$ cat config.mk
export PLATFORM = sky130hd
export DESIGN_NAME = intersection_ctrl
export DESIGN_NICKNAME = d
export VERILOG_FILES = /design/src/rtl/intersection_ctrl.sv
export SDC_FILE = /design/constraint.sdc
export NUM_CORES = 1
export LEC_CHECK = 0
export CORE_ASPECT_RATIO = 1.4
export CORE_MARGIN = 5
export CORE_UTILIZATION = 35
export DETAILED_ROUTE_END_ITERATION = 6
export GPL_ROUTABILITY_DRIVEN = 0
export SLEW_MARGIN = 20
export SYNTH_ARGS = -nofsm -noshare
export SYNTH_HDL_FRONTEND = slang
export SYNTH_SLANG_ARGS = --single-unit
export TNS_END_PERCENT = 20
$ cat constraint.sdc
create_clock -name clk -period 4.4 [get_ports clk]
set_clock_uncertainty 0.2 [all_clocks]
set_input_delay 1.1 -clock clk [delete_from_list [all_inputs] [get_ports clk]]
set_output_delay 1.1 -clock clk [all_outputs]
set_load 0.1 [all_outputs]
$ cat src/rtl/intersection_ctrl.sv
// -----------------------------------------------------------------------------
// intersection_ctrl
//
// Two-road intersection scheduler. The main road rests in green; a latched
// side-road vehicle request (and, when built with the pedestrian option, a
// latched pedestrian request) starts a fixed cycle:
//   main yellow -> all red -> side green -> side yellow -> all red
//   -> [walk] -> main green
// With only a pedestrian request pending, the cycle goes from the first
// all-red straight to walk and then back to main green.
//
// Build option:
//   INTERSECTION_CTRL_PED_WALK_EN  defined   : walk phase, ped_pending latch
//                                              and walk lamp are present.
//                                  undefined : ped_req is ignored, walk is 0,
//                                              and the all-red states always
//                                              go to side green / main green.
//
// Ports:
//   clk          in   system clock
//   reset        in   synchronous, active-high reset
//   side_req     in   side-road vehicle sensor (level)
//   ped_req      in   pedestrian button (pulse or level)
//   main_green   out  main-road head, green lamp
//   main_yellow  out  main-road head, yellow lamp
//   main_red     out  main-road head, red lamp
//   side_green   out  side-road head, green lamp
//   side_yellow  out  side-road head, yellow lamp
//   side_red     out  side-road head, red lamp
//   walk         out  pedestrian walk lamp
//   phase        out  current state code (also serves as the FSM debug view)
//                     0 MAIN_GREEN, 1 MAIN_YELLOW, 2 ALL_RED_A,
//                     3 SIDE_GREEN, 4 SIDE_YELLOW, 5 ALL_RED_B, 6 WALK
//
// All lamps are registered and are a pure decode of the state register:
// they are loaded from the decode of the next state on the same edge that
// loads the state, so lamps and phase always agree.
// -----------------------------------------------------------------------------
module intersection_ctrl #(
  parameter int CNT_W          = 8,
  parameter int MAIN_GREEN_MIN = 8,
  parameter int SIDE_GREEN     = 6,
  parameter int YELLOW         = 3,
  parameter int ALL_RED        = 2,
  parameter int WALK           = 5
) (
  input  logic       clk,
  input  logic       reset,
  input  logic       side_req,
  input  logic       ped_req,
  output logic       main_green,
  output logic       main_yellow,
  output logic       main_red,
  output logic       side_green,
  output logic       side_yellow,
  output logic       side_red,
  output logic       walk,
  output logic [2:0] phase
);

  typedef enum logic [2:0] {
    ST_MAIN_GREEN  = 3'd0,
    ST_MAIN_YELLOW = 3'd1,
    ST_ALL_RED_A   = 3'd2,
    ST_SIDE_GREEN  = 3'd3,
    ST_SIDE_YELLOW = 3'd4,
    ST_ALL_RED_B   = 3'd5,
    ST_WALK        = 3'd6,
    ST_ILLEGAL     = 3'd7
  } state_t;

  // Last timer value of each timed state: a state with dwell N is left on
  // the edge where tmr == N-1, so it is occupied for exactly N cycles.
  localparam logic [CNT_W-1:0] MG_LAST = CNT_W'(MAIN_GREEN_MIN - 1);
  localparam logic [CNT_W-1:0] SG_LAST = CNT_W'(SIDE_GREEN - 1);
  localparam logic [CNT_W-1:0] Y_LAST  = CNT_W'(YELLOW - 1);
  localparam logic [CNT_W-1:0] AR_LAST = CNT_W'(ALL_RED - 1);

  // Lamp vector order: {main_green, main_yellow, main_red,
  //                     side_green, side_yellow, side_red, walk}
  function automatic logic [6:0] lamps_of(input state_t s);
    logic [6:0] l;
    case (s)
      ST_MAIN_GREEN:  l = 7'b100_001_0;
      ST_MAIN_YELLOW: l = 7'b010_001_0;
      ST_ALL_RED_A:   l = 7'b001_001_0;
      ST_SIDE_GREEN:  l = 7'b001_100_0;
      ST_SIDE_YELLOW: l = 7'b001_010_0;
      ST_ALL_RED_B:   l = 7'b001_001_0;
`ifdef INTERSECTION_CTRL_PED_WALK_EN
      ST_WALK:        l = 7'b001_001_1;
`endif
      // Anything unexpected shows all red, which is the safe display.
      default:        l = 7'b001_001_0;
    endcase
    return l;
  endfunction

  state_t           state;
  state_t           state_nxt;
  logic [CNT_W-1:0] tmr;
  logic [CNT_W-1:0] tmr_nxt;
  logic             side_pending;
  logic             side_pending_nxt;
  logic             ped_pend;       // ped_pending, or constant 0 when absent

`ifdef INTERSECTION_CTRL_PED_WALK_EN
  logic             ped_pending;
  logic             ped_pending_nxt;
  assign ped_pend = ped_pending;
`else
  assign ped_pend = 1'b0;
  // Pedestrian input and walk dwell have no function in this build.
  logic unused_ped;
  assign unused_ped = ped_req & (WALK != 0);
`endif

  assign phase = state;

  // ---------------------------------------------------------------------------
  // Next-state logic
  // ---------------------------------------------------------------------------
  always_comb begin
    state_nxt = state;
    case (state)
      ST_MAIN_GREEN: begin
        // Uses the registered pendings: a request latched on edge k can
        // cause the exit no earlier than edge k+1.
        if (tmr == MG_LAST && (side_pending || ped_pend))
          state_nxt = ST_MAIN_YELLOW;
      end
      ST_MAIN_YELLOW: begin
        if (tmr == Y_LAST) state_nxt = ST_ALL_RED_A;
      end
      ST_ALL_RED_A: begin
        if (tmr == AR_LAST) begin
`ifdef INTERSECTION_CTRL_PED_WALK_EN
          // Only a pedestrian request can have brought us here without a
          // side request, so skip side service and go straight to walk.
          state_nxt = side_pending ? ST_SIDE_GREEN : ST_WALK;
`else
          state_nxt = ST_SIDE_GREEN;
`endif
        end
      end
      ST_SIDE_GREEN: begin
        if (tmr == SG_LAST) state_nxt = ST_SIDE_YELLOW;
      end
      ST_SIDE_YELLOW: begin
        if (tmr == Y_LAST) state_nxt = ST_ALL_RED_B;
      end
      ST_ALL_RED_B: begin
        if (tmr == AR_LAST) begin
`ifdef INTERSECTION_CTRL_PED_WALK_EN
          state_nxt = ped_pend ? ST_WALK : ST_MAIN_GREEN;
`else
          state_nxt = ST_MAIN_GREEN;
`endif
        end
      end
`ifdef INTERSECTION_CTRL_PED_WALK_EN
      ST_WALK: begin
        if (tmr == CNT_W'(WALK - 1)) state_nxt = ST_MAIN_GREEN;
      end
`endif
      // Code 7, and code 6 when walk is not built, recover to main green.
      default: state_nxt = ST_MAIN_GREEN;
    endcase
  end

  // ---------------------------------------------------------------------------
  // Dwell timer and request latches
  // ---------------------------------------------------------------------------
  always_comb begin
    tmr_nxt = tmr + CNT_W'(1);
    if (state_nxt != state)
      tmr_nxt = '0;
    else if (state == ST_MAIN_GREEN && tmr == MG_LAST)
      // Main green may rest forever; the timer parks at its last value so
      // that a late request exits one edge after it is latched.
      tmr_nxt = tmr;
  end

  always_comb begin
    side_pending_nxt = side_pending;
    // Clearing on entry to side green wins over a request on that edge.
    if (state_nxt == ST_SIDE_GREEN && state != ST_SIDE_GREEN)
      side_pending_nxt = 1'b0;
    else if (side_req && state != ST_SIDE_GREEN)
      side_pending_nxt = 1'b1;
  end

`ifdef INTERSECTION_CTRL_PED_WALK_EN
  always_comb begin
    ped_pending_nxt = ped_pending;
    if (state_nxt == ST_WALK && state != ST_WALK)
      ped_pending_nxt = 1'b0;
    else if (ped_req && state != ST_WALK)
      ped_pending_nxt = 1'b1;
  end
`endif

  // ---------------------------------------------------------------------------
  // State, timer, pendings and registered lamps
  // ---------------------------------------------------------------------------
  always_ff @(posedge clk) begin
    if (reset) begin
      // Reset jumps straight to main green, no yellow is inserted.
      state        <= ST_MAIN_GREEN;
      tmr          <= '0;
      side_pending <= 1'b0;
`ifdef INTERSECTION_CTRL_PED_WALK_EN
      ped_pending  <= 1'b0;
`endif
      {main_green, main_yellow, main_red,
       side_green, side_yellow, side_red, walk} <= lamps_of(ST_MAIN_GREEN);
    end else begin
      state        <= state_nxt;
      tmr          <= tmr_nxt;
      side_pending <= side_pending_nxt;
`ifdef INTERSECTION_CTRL_PED_WALK_EN
      ped_pending  <= ped_pending_nxt;
`endif
      {main_green, main_yellow, main_red,
       side_green, side_yellow, side_red, walk} <= lamps_of(state_nxt);
    end
  end

endmodule
==> reports/results.tsv, run 1 <==
stage	metric	value	unit
setup_path	Crit path largest cell delay	1.21	ns
clock_tree	Max Root-Sink Buffers	2	
clock_tree	post-cts gate resize count	0	
clock_tree	clk root buf	clkbuf_4	
synthesis	Mapped Nets	116	
route	DRT Pass-1 Iters	4	
synthesis	async set-reset flop share out of synthesis	0	%
clock_tree	CTS Buf Count	3	
setup_path	Slowest cell on crit path	clkdlybuf4s50_1	
setup_path	CP Launch Type	flop	
sta	final worst slack	1.06	ns
flow_run	max cap viols	0	
synthesis	Post-synth EDFFs	0	
clock_tree	clk_lat worst skew	0.31	ns
floorplanning	row cnt	22	
sta	setup tns final	0	ns
final_layout	# nets final	125	
synthesis	Post-Synthesis Cells	109	
final_layout	Inserted Diodes	0	
sta	crit share post-route	76.0	%
synthesis	synth warn	0	
clock_tree	Hold Buf Count CTS	0	
synthesis	Synth area leaders	dfxtp_1 (37%), nor2_1 (4.3%), nand3_1 (4.2%), ha_1 (3.9%), xor2_1 (3.6%)	
global_routing	first-pass GRT wire length	3.68	mm
route	Routed Wire Length	2.10	mm
clock_tree	post-CTS setup buffers	0	
status	outcome	completed	
setup_path	CP required	3.10	ns
synthesis	register area share after synthesis	37.4	%
sta	final setup violation count	0	
placement	HPWL Detailed	1.55	mm
global_routing	vias in the first global route	829	
route	DRC	0	
sta	Slew Limit Fails	0	
synthesis	largest area contributor in the netlist	dfxtp_1	
placement	IO buf count	11	
setup_path	CP top delay family	buffers and inverters	
route	post-DR vias/cell	5.35	
global_routing	Tot GR Track Use	12.6	%
synthesis	Avg Cell Area, Syn	8.84	sq um
synthesis	most frequent cells after synthesis	dfxtp_1 (18), nor2_1 (11), nand3_1 (8)	
sta	Final Hold Viols	0	
route	initial drt markers	39	
setup_path	critical path type	reg2out	
clock_tree	clk sink count	18	
synthesis	#FFs+latches synth	18	
clock_tree	H-Tree Depth	1	
floorplanning	IO Pins	14	
clock_tree	CTS tree	done	
sta	WHS	0.322	ns
setup_path	crit-path max FO	11	
floorplanning	die width	54.3	um
floorplanning	die area	3920	sq um
floorplanning	die height	72.1	um
synthesis	synth unique cells	38	
pwr	Lkg Pwr	0.430	nW
sta	RSZ-0062 raised after global routing	no	
sta	Final min period	3.34	ns
global_routing	largest net degree at the start of global routing	15	
setup_path	Buf/Inv on CP	1	
floorplanning	Initial Util	36.5	%
setup_path	CP arrival	2.04	ns
synthesis	ys flop type	dfxtp_1	
hold_path	Hold/Removal Path Class	reg2reg	
global_routing	initial antenna violation count	0	
sta	relative slew slack	34.0	%
pwr	VDD IR max	0.000130	V
global_routing	gr ovfl total	0	
final_layout	final core occ	42.4	%
final_layout	layout cells sized above 1	17.1	%
setup_path	critical path capture point type	output pin	
route	routed len/inst	13.7	um
final_layout	synth-to-layout area growth	16.2	%
clock_tree	clk slew on worst S/H paths	0.11	ns
sta	Fmax	299	MHz
setup_path	Critical Path, Cell by Cell	clkdlybuf4s50_1	
pwr	power density over the cells	278	nW/um^2
synthesis	mapped cell area	963	sq um
synthesis	most common cell in the synthesized netlist	dfxtp_1	
route	routed via count	818	
placement	pre-CTS WS	1.42	ns
synthesis	area share of the largest cell type after synthesis	37.4	%
floorplanning	Core Footprint	2640	sq um
route	Routed Antenna Nets	0	
sta	worst slew pin tran	0.987	ns
## flip-flops by register name, summed over array words and instances, names as in the netlist
register / flops
phase: 3
side_yellow: 1
side_red: 1
side_pending: 1
side_green: 1
tmr: 8
main_red: 1
main_yellow: 1
main_green: 1
## power by group
group	leakage, nW	switching [mW]	internal (mW)
clock	0.0210	0.0566	0.0506
sequential	0.146	0.00665	0.166
combinational	0.263	0.0189	0.0118
total	0.430	0.0821	0.229
## layer usage
metal  GRT usage (%)  part of all wire (%)  up-vias
met5               0                     0        -
met4            8.31                   4.1        0
met3            3.90                   5.6        9
met2            18.5                    46       24
met1            15.5                    44      385
li1                -                     -      400
## through the flow
| step | power [mW] | cells | area (sq um) |
|---|---|---|---|
| finish | 0.311 | 153 | 1120 |
| global route | 0.322 | 153 | 1120 |
| CTS | 0.312 | 153 | 1120 |
| detailed placement | 0.207 | 149 | 1080 |
| global placement | 0.206 | 149 | 1080 |
| floorplan | 0.200 | 109 | 963 |
## worst register-to-register path: stages (launching register included)
cell and delay (ns):
dfxtp_1 0.46, inv_1 0.10, ha_1 0.30, nand3b_1 0.12, nand3_1 0.08, a221o_2 0.43, a41o_2 0.29, a211oi_2 0.20
## cell families (layout without fill, tap and decap cells)
logic type,after synthesis,count (layout),share of synthesized area (%)
adders and majority gates,3,3,3.90
xor gates and xnor gates,5,5,4.55
and+or+nand+nor,51,51,31.3
buffers and inverters,11,19,5.20
AOI/OAI and AO/OA,20,20,17.3
DFF,18,18,37.4
other,1,1,0.389
## cell usage in the layout, fill, tap and decap left out, types with 2 or more instances in the layout
| cell | count |
|---|---|
| and2_1 | 3 |
| dfxtp_1 | 18 |
| a21oi_1 | 5 |
| inv_1 | 4 |
| a211oi_2 | 2 |
| nand2_1 | 5 |
| a31o_2 | 3 |
| clkbuf_4 | 3 |
| a41oi_1 | 2 |
| nor3_1 | 6 |
| clkdlybuf4s50_1 | 11 |
| a41o_2 | 2 |
| ha_1 | 3 |
| nand3_1 | 8 |
| nor2_1 | 11 |
| nor2b_1 | 4 |
| nand2b_1 | 2 |
| xor2_1 | 4 |
| nor3_4 | 2 |
## layout make-up
| type | instances | area, sq um |
|---|---|---|
| tap | 36 | 45.0 |
| inverter | 4 | 15.0 |
| clock buffer | 4 | 36.3 |
| fill | 276 | 1520 |
| multi-input combinational | 80 | 553 |
| timing repair buffer | 11 | 110 |
| sequential | 18 | 360 |
## worst paths after layout
kind	from	end	slack, ns	cells past startpoint
worst max-delay path	phase[1]	phase[1]	1.06	1
worst min-delay path	side_pending	side_pending	0.32	2
worst max register to register	tmr[1]	tmr[1]	2.14	7
worst min register to register	side_pending	side_pending	0.32	2
No activity file was read; power rests on OpenSTA's default activity.
==> inputs of run 2 (changes only) <==
==> constraint.sdc (replaced) <==
create_clock -name clk -period 3.45 [get_ports clk]
set_clock_uncertainty 0.2 [all_clocks]
set_input_delay 0.8625 -clock clk [delete_from_list [all_inputs] [get_ports clk]]
set_output_delay 0.8625 -clock clk [all_outputs]
set_load 0.1 [all_outputs]
==> reports/results.tsv, run 2 (synthesized netlist as in run 1, its figures left out) <==
stage	metric	value	unit	change
status	outcome	completed		
floorplanning	Initial Util	36.5	%	unchanged
global_routing	Tot GR Track Use	12.5	%	-0.16 points
floorplanning	Core Footprint	2640	sq um	unchanged
sta	crit share post-route	67.1	%	
setup_path	CP arrival	2.35	ns	+0.31 ns
final_layout	most frequent cells in the layout	dfxtp_1 (18), nor2_1 (11), buf_4 (9)		
flow_run	max cap viols	0		unchanged
setup_path	CP Launch Type	input port		
final_layout	layout cells sized above 1	24.8	%	+7.7 points
final_layout	synth-to-layout area growth	13.9	%	
sta	RSZ-0062 raised after global routing	no		
final_layout	# nets final	125		unchanged
route	post-DR vias/cell	5.27		-1.5%
global_routing	largest net degree at the start of global routing	15		unchanged
floorplanning	die width	54.3	um	unchanged
final_layout	Inserted Diodes	0		unchanged
clock_tree	H-Tree Depth	1		unchanged
floorplanning	die area	3920	sq um	unchanged
clock_tree	CTS Buf Count	3		unchanged
sta	setup tns final	0	ns	unchanged
floorplanning	row cnt	22		unchanged
placement	pre-CTS WS	0.799	ns	-0.616 ns
final_layout	max FFs per register	8		unchanged
route	Routed Antenna Nets	0		unchanged
clock_tree	Max Root-Sink Buffers	2		unchanged
hold_path	Hold/Removal Path Class	reg2reg		
clock_tree	post-cts gate resize count	0		unchanged
sta	final worst slack	1.13	ns	+0.0776 ns
sta	final setup violation count	0		unchanged
clock_tree	clk slew on worst S/H paths	0.11	ns	about the same
pwr	total power	0.392	mW	+26%
setup_path	critical path capture point type	flop		
pwr	power density over the cells	357	nW/um^2	+29%
sta	Final Hold Viols	0		unchanged
floorplanning	die height	72.1	um	unchanged
setup_path	flop-to-flop setup slack	1.23	ns	-0.91 ns
route	initial drt markers	14		-64%
clock_tree	Hold Buf Count CTS	0		unchanged
setup_path	Slowest cell on crit path	clkdlybuf4s50_1		
placement	HPWL Detailed	1.52	mm	-1.4%
pwr	Lkg Pwr	0.444	nW	+3.2%
setup_path	Critical Path, Cell by Cell	clkdlybuf4s50_1 -> a221o_2 -> a41o_2 -> a211oi_2		
placement	IO buf count	11		unchanged
final_layout	Largest Register	tmr		
sta	Fmax	432	MHz	
setup_path	Crit path largest cell delay	0.57	ns	-0.64 ns
clock_tree	clk_lat worst skew	0.30	ns	about the same
clock_tree	CTS tree	done		
pwr	VDD IR max	0.000176	V	+35%
route	routed via count	806		-1.5%
route	Routed Wire Length	2.07	mm	-1.5%
clock_tree	post-CTS setup buffers	0		unchanged
setup_path	critical path type	in2reg		
clock_tree	clk sink count	18		unchanged
floorplanning	IO Pins	14		unchanged
global_routing	initial antenna violation count	0		unchanged
setup_path	CP required	3.48	ns	+0.38 ns
final_layout	commonest non-fill, non-tap cell in the layout	dfxtp_1		
setup_path	crit-path max FO	10		-1
route	DRT Pass-1 Iters	4		unchanged
global_routing	gr ovfl total	0		unchanged
clock_tree	clk root buf	clkbuf_4		
global_routing	first-pass GRT wire length	3.61	mm	-2.1%
route	routed len/inst	13.5	um	-1.5%
route	DRC	0		unchanged
final_layout	Filler Cell Count	283		+2.5%
sta	Slew Limit Fails	0		unchanged
sta	Final min period	2.32	ns	
global_routing	vias in the first global route	822		-0.84%
run 2: cell types whose count changed in the layout (fill, tap and decap cells not counted):
| cell | delta |
|---|---|
| buf_4 | +9 |
| clkdlybuf4s50_1 | -9 |
run 2: worst max-delay path: cells and delay by family:
| family | cells | cell delay [ns] |
|---|---|---|
| buffers and inverters | 1 | 0.57 |
| AOI/OAI and AO/OA | 3 | 0.92 |
run 2: path summary, 6_finish.rpt:
| path | start | endpoint | depth (start not counted) |
|---|---|---|---|
| worst min-delay path | side_pending | side_pending | 2 |
| worst max register to register | tmr[1] | tmr[1] | 7 |
| worst max-delay path | reset | tmr[1] | 4 |
| worst min register to register | side_pending | side_pending | 2 |
run 2: stage by stage:
step | util (%) | cell area, sq um | hold slack [ns] | instances
finish | 41.5 | 1100 | 0.311 | 153
global route | 41.5 | 1100 | 0.378 | 153
CTS | 41.5 | 1100 | 0.320 | 153
detailed placement | 40.2 | 1060 | 0.305 | 149
global placement | 40.2 | 1060 | 0.314 | 149
floorplan | - | 963 | 0.276 | 109
run 2: cell type report:
type,instances,area [sq um],area share [%]
multi-input cells,80,553,50.4
well taps,36,45.0,4.10
clock buffers,4,36.3,3.31
repair buffers,11,87.6,7.98
flip-flops and latches,18,360,32.8
inverters,4,15.0,1.37
run 2: layer usage:
metal	up-vias	GRT usage, %	routed length (um)
met5	-	0	0
met4	0	6.65	44
met3	4	4.52	112
met2	14	20.0	1040
met1	385	14.0	875
li1	403	-	-
run 2: power by group:
part	switching [mW]	internal, mW
logic	0.0240	0.0150
registers	0.00801	0.212
clock network	0.0682	0.0644
total	0.100	0.292
==> inputs of run 3 (changes only) <==
==> constraint.sdc (replaced) <==
create_clock -name clk -period 1.9 [get_ports clk]
set_clock_uncertainty 0.2 [all_clocks]
set_input_delay 0.475 -clock clk [delete_from_list [all_inputs] [get_ports clk]]
set_output_delay 0.475 -clock clk [all_outputs]
set_load 0.1 [all_outputs]
==> reports/results.tsv, run 3 (synthesized netlist as in run 1, its figures left out) <==
stage	metric	value	unit	change
final_layout	# nets final	142		+14%
sta	WHS	0.309	ns	-0.00246 ns
floorplanning	IO Pins	14		unchanged
final_layout	commonest non-fill, non-tap cell in the layout	buf_4		
setup_path	CP required	1.92	ns	-1.56 ns
global_routing	vias in the first global route	846		+2.9%
sta	Fmax	519	MHz	
setup_path	Worst Setup SP	tmr[0]		
sta	Final min period	1.93	ns	
setup_path	critical path type	reg2reg		
route	Routed Wire Length	2.17	mm	+4.6%
floorplanning	Initial Util	36.5	%	unchanged
sta	final setup violation count	1		+1
floorplanning	Core Footprint	2640	sq um	unchanged
setup_path	CP arrival	1.95	ns	-0.40 ns
clock_tree	Hold Buf Count CTS	0		unchanged
hold_path	Hold/Removal Path Class	reg2reg		
clock_tree	CTS Buf Count	3		unchanged
final_layout	most frequent cells in the layout	buf_4 (17), nor2_1 (11), dfxtp_1 (11)		
pwr	Comb pwr share	15.4	%	+5.5 points
global_routing	first-pass GRT wire length	3.53	mm	-2.3%
setup_path	R2R cell count	7		unchanged
clock_tree	clk root buf	clkbuf_4		
pwr	Lkg Pwr	0.570	nW	+29%
route	DRC	0		unchanged
route	routed len/inst	12.7	um	-5.8%
pwr	sw power	0.197	mW	+97%
final_layout	final core occ	53.6	%	+12 points
global_routing	initial antenna violation count	0		unchanged
sta	final worst slack	-0.0281	ns	-1.16 ns
setup_path	Critical R2R Launch	tmr[0]		
final_layout	FF+latch area	382	sq um	+5.9%
clock_tree	Max Root-Sink Buffers	2		unchanged
global_routing	largest net degree at the start of global routing	13		-2
global_routing	GRT busiest layer	met2		
clock_tree	CTS tree	done		
route	post-DR vias/cell	5.06		-4.0%
global_routing	GR Layer Usage met3	2.26	%	-2.3 points
global_routing	met2 Use GR	20.8	%	+0.80 points
clock_tree	clk sink count	18		unchanged
final_layout	Largest Register	tmr		
floorplanning	die height	72.1	um	unchanged
setup_path	R2R Path End	tmr[1]		
final_layout	combined area of the multi-input logic cells	609	sq um	+10%
sta	RSZ-0062 raised after global routing	yes		
setup_path	crit-path max FO	4		-6
final_layout	synth-to-layout area growth	47.1	%	
pwr	Sequential Power Share	52.6	%	-3.6 points
status	outcome	finished with violations		
placement	IO buf count	11		unchanged
sta	Slew Limit Fails	0		unchanged
setup_path	critical path capture point type	flop		
floorplanning	die width	54.3	um	unchanged
clock_tree	clk_lat worst skew	0.30	ns	about the same
pwr	Int Power	0.559	mW	+92%
setup_path	CP Launch Type	flop		
placement	HPWL Detailed	1.57	mm	+2.9%
floorplanning	row cnt	22		unchanged
route	routed via count	860		+6.7%
floorplanning	die area	3920	sq um	unchanged
setup_path	Setup crit end	tmr[1]		
final_layout	max FFs per register	8		unchanged
route	Routed Antenna Nets	0		unchanged
sta	crit share post-route	101	%	
final_layout	Inserted Diodes	0		unchanged
pwr	VDD IR max	0.000420	V	+140%
global_routing	gr ovfl total	0		unchanged
route	DRT Pass-1 Iters	4		unchanged
final_layout	Filler Cell Count	252		-11%
setup_path	flop-to-flop setup slack	-0.03	ns	-1.26 ns
pwr	Net Sw Frac	26.1	%	+0.53 points
final_layout	layout cells sized above 1	46.3	%	+21 points
status	failing checks	negative setup slack		
flow_run	max cap viols	0		unchanged
sta	Final Hold Viols	0		unchanged
global_routing	Tot GR Track Use	11.7	%	-0.83 points
route	initial drt markers	68		+54
clock_tree	H-Tree Depth	1		unchanged
global_routing	grt met1 use	13.4	%	-0.54 points
pwr	power density over the cells	534	nW/um^2	+49%
clock_tree	clk slew on worst S/H paths	0.11	ns	about the same
pwr	Clock power frac	32.0	%	-1.8 points
-- run 3: changes by cell type in the layout (fill, tap and decap cells not counted), sizes merged --
cell,before,now
buf,9,26
-- run 3: worst max-delay path: stages, from the launching register on --
cell and delay [ns]:
dfxtp_4 0.40, inv_4 0.04, ha_4 0.15, or4b_1 0.15, nand3_1 0.06, a221o_2 0.39, a41o_4 0.26, a211oi_2 0.19
-- run 3: worst min-delay path by stage --
stage / start / cells after the start / endpoint
2_1_floorplan: tmr[1] / 2 / tmr[1]
3_3_place_gp: side_pending / 2 / side_pending
3_5_place_dp: side_pending / 2 / side_pending
4_1_cts: side_pending / 2 / side_pending
5_1_grt: side_pending / 2 / side_pending
6_report: side_pending / 2 / side_pending
-- run 3: power groups by stage --
stage	logic [mW]	registers (mW)	clock network [mW]
floorplan	0.0660	0.401	0
global placement	0.0973	0.402	0
detailed placement	0.0987	0.402	0
CTS	0.100	0.394	0.251
global route	0.128	0.400	0.270
finish	0.117	0.398	0.242
-- run 3: area by class of cell --
class | count | share of cell area (%)
clock buffers | 4 | 2.56
inverters | 4 | 1.24
multi-input cells | 80 | 43.0
flip-flops and latches | 18 | 26.9
well taps | 36 | 3.18
repair buffers | 28 | 23.1
-- run 3: timing repair --
action / 4_1_cts / 5_1_grt
pin swaps: 0 / 5
endpoints found under the hold margin: 0 / 0
resized for setup: 1 / 15
setup buffers: 0 / 2
endpoints found under the setup margin: 2 / 8
cloned: 0 / 0
-- run 3: routing by layer --
| layer | vias up | routed length, um |
|---|---|---|
| li1 | 439 | - |
| met1 | 402 | 865 |
| met2 | 14 | 1170 |
| met3 | 5 | 94 |
| met4 | 0 | 32 |
| met5 | - | 0 |
-- run 3: stage by stage --
stage	setup slack (ns)	cells	instance area, sq um	total power [mW]	setup TNS, ns
finish	-0.0281	170	1420	0.757	-0.0281
global route	-0.0923	170	1420	0.798	-0.233
CTS	-0.0146	168	1350	0.744	-0.0146
detailed placement	-0.0302	164	1310	0.501	-0.0633
global placement	-0.0312	164	1310	0.499	-0.0669
floorplan	-0.0320	109	1010	0.467	-0.0320
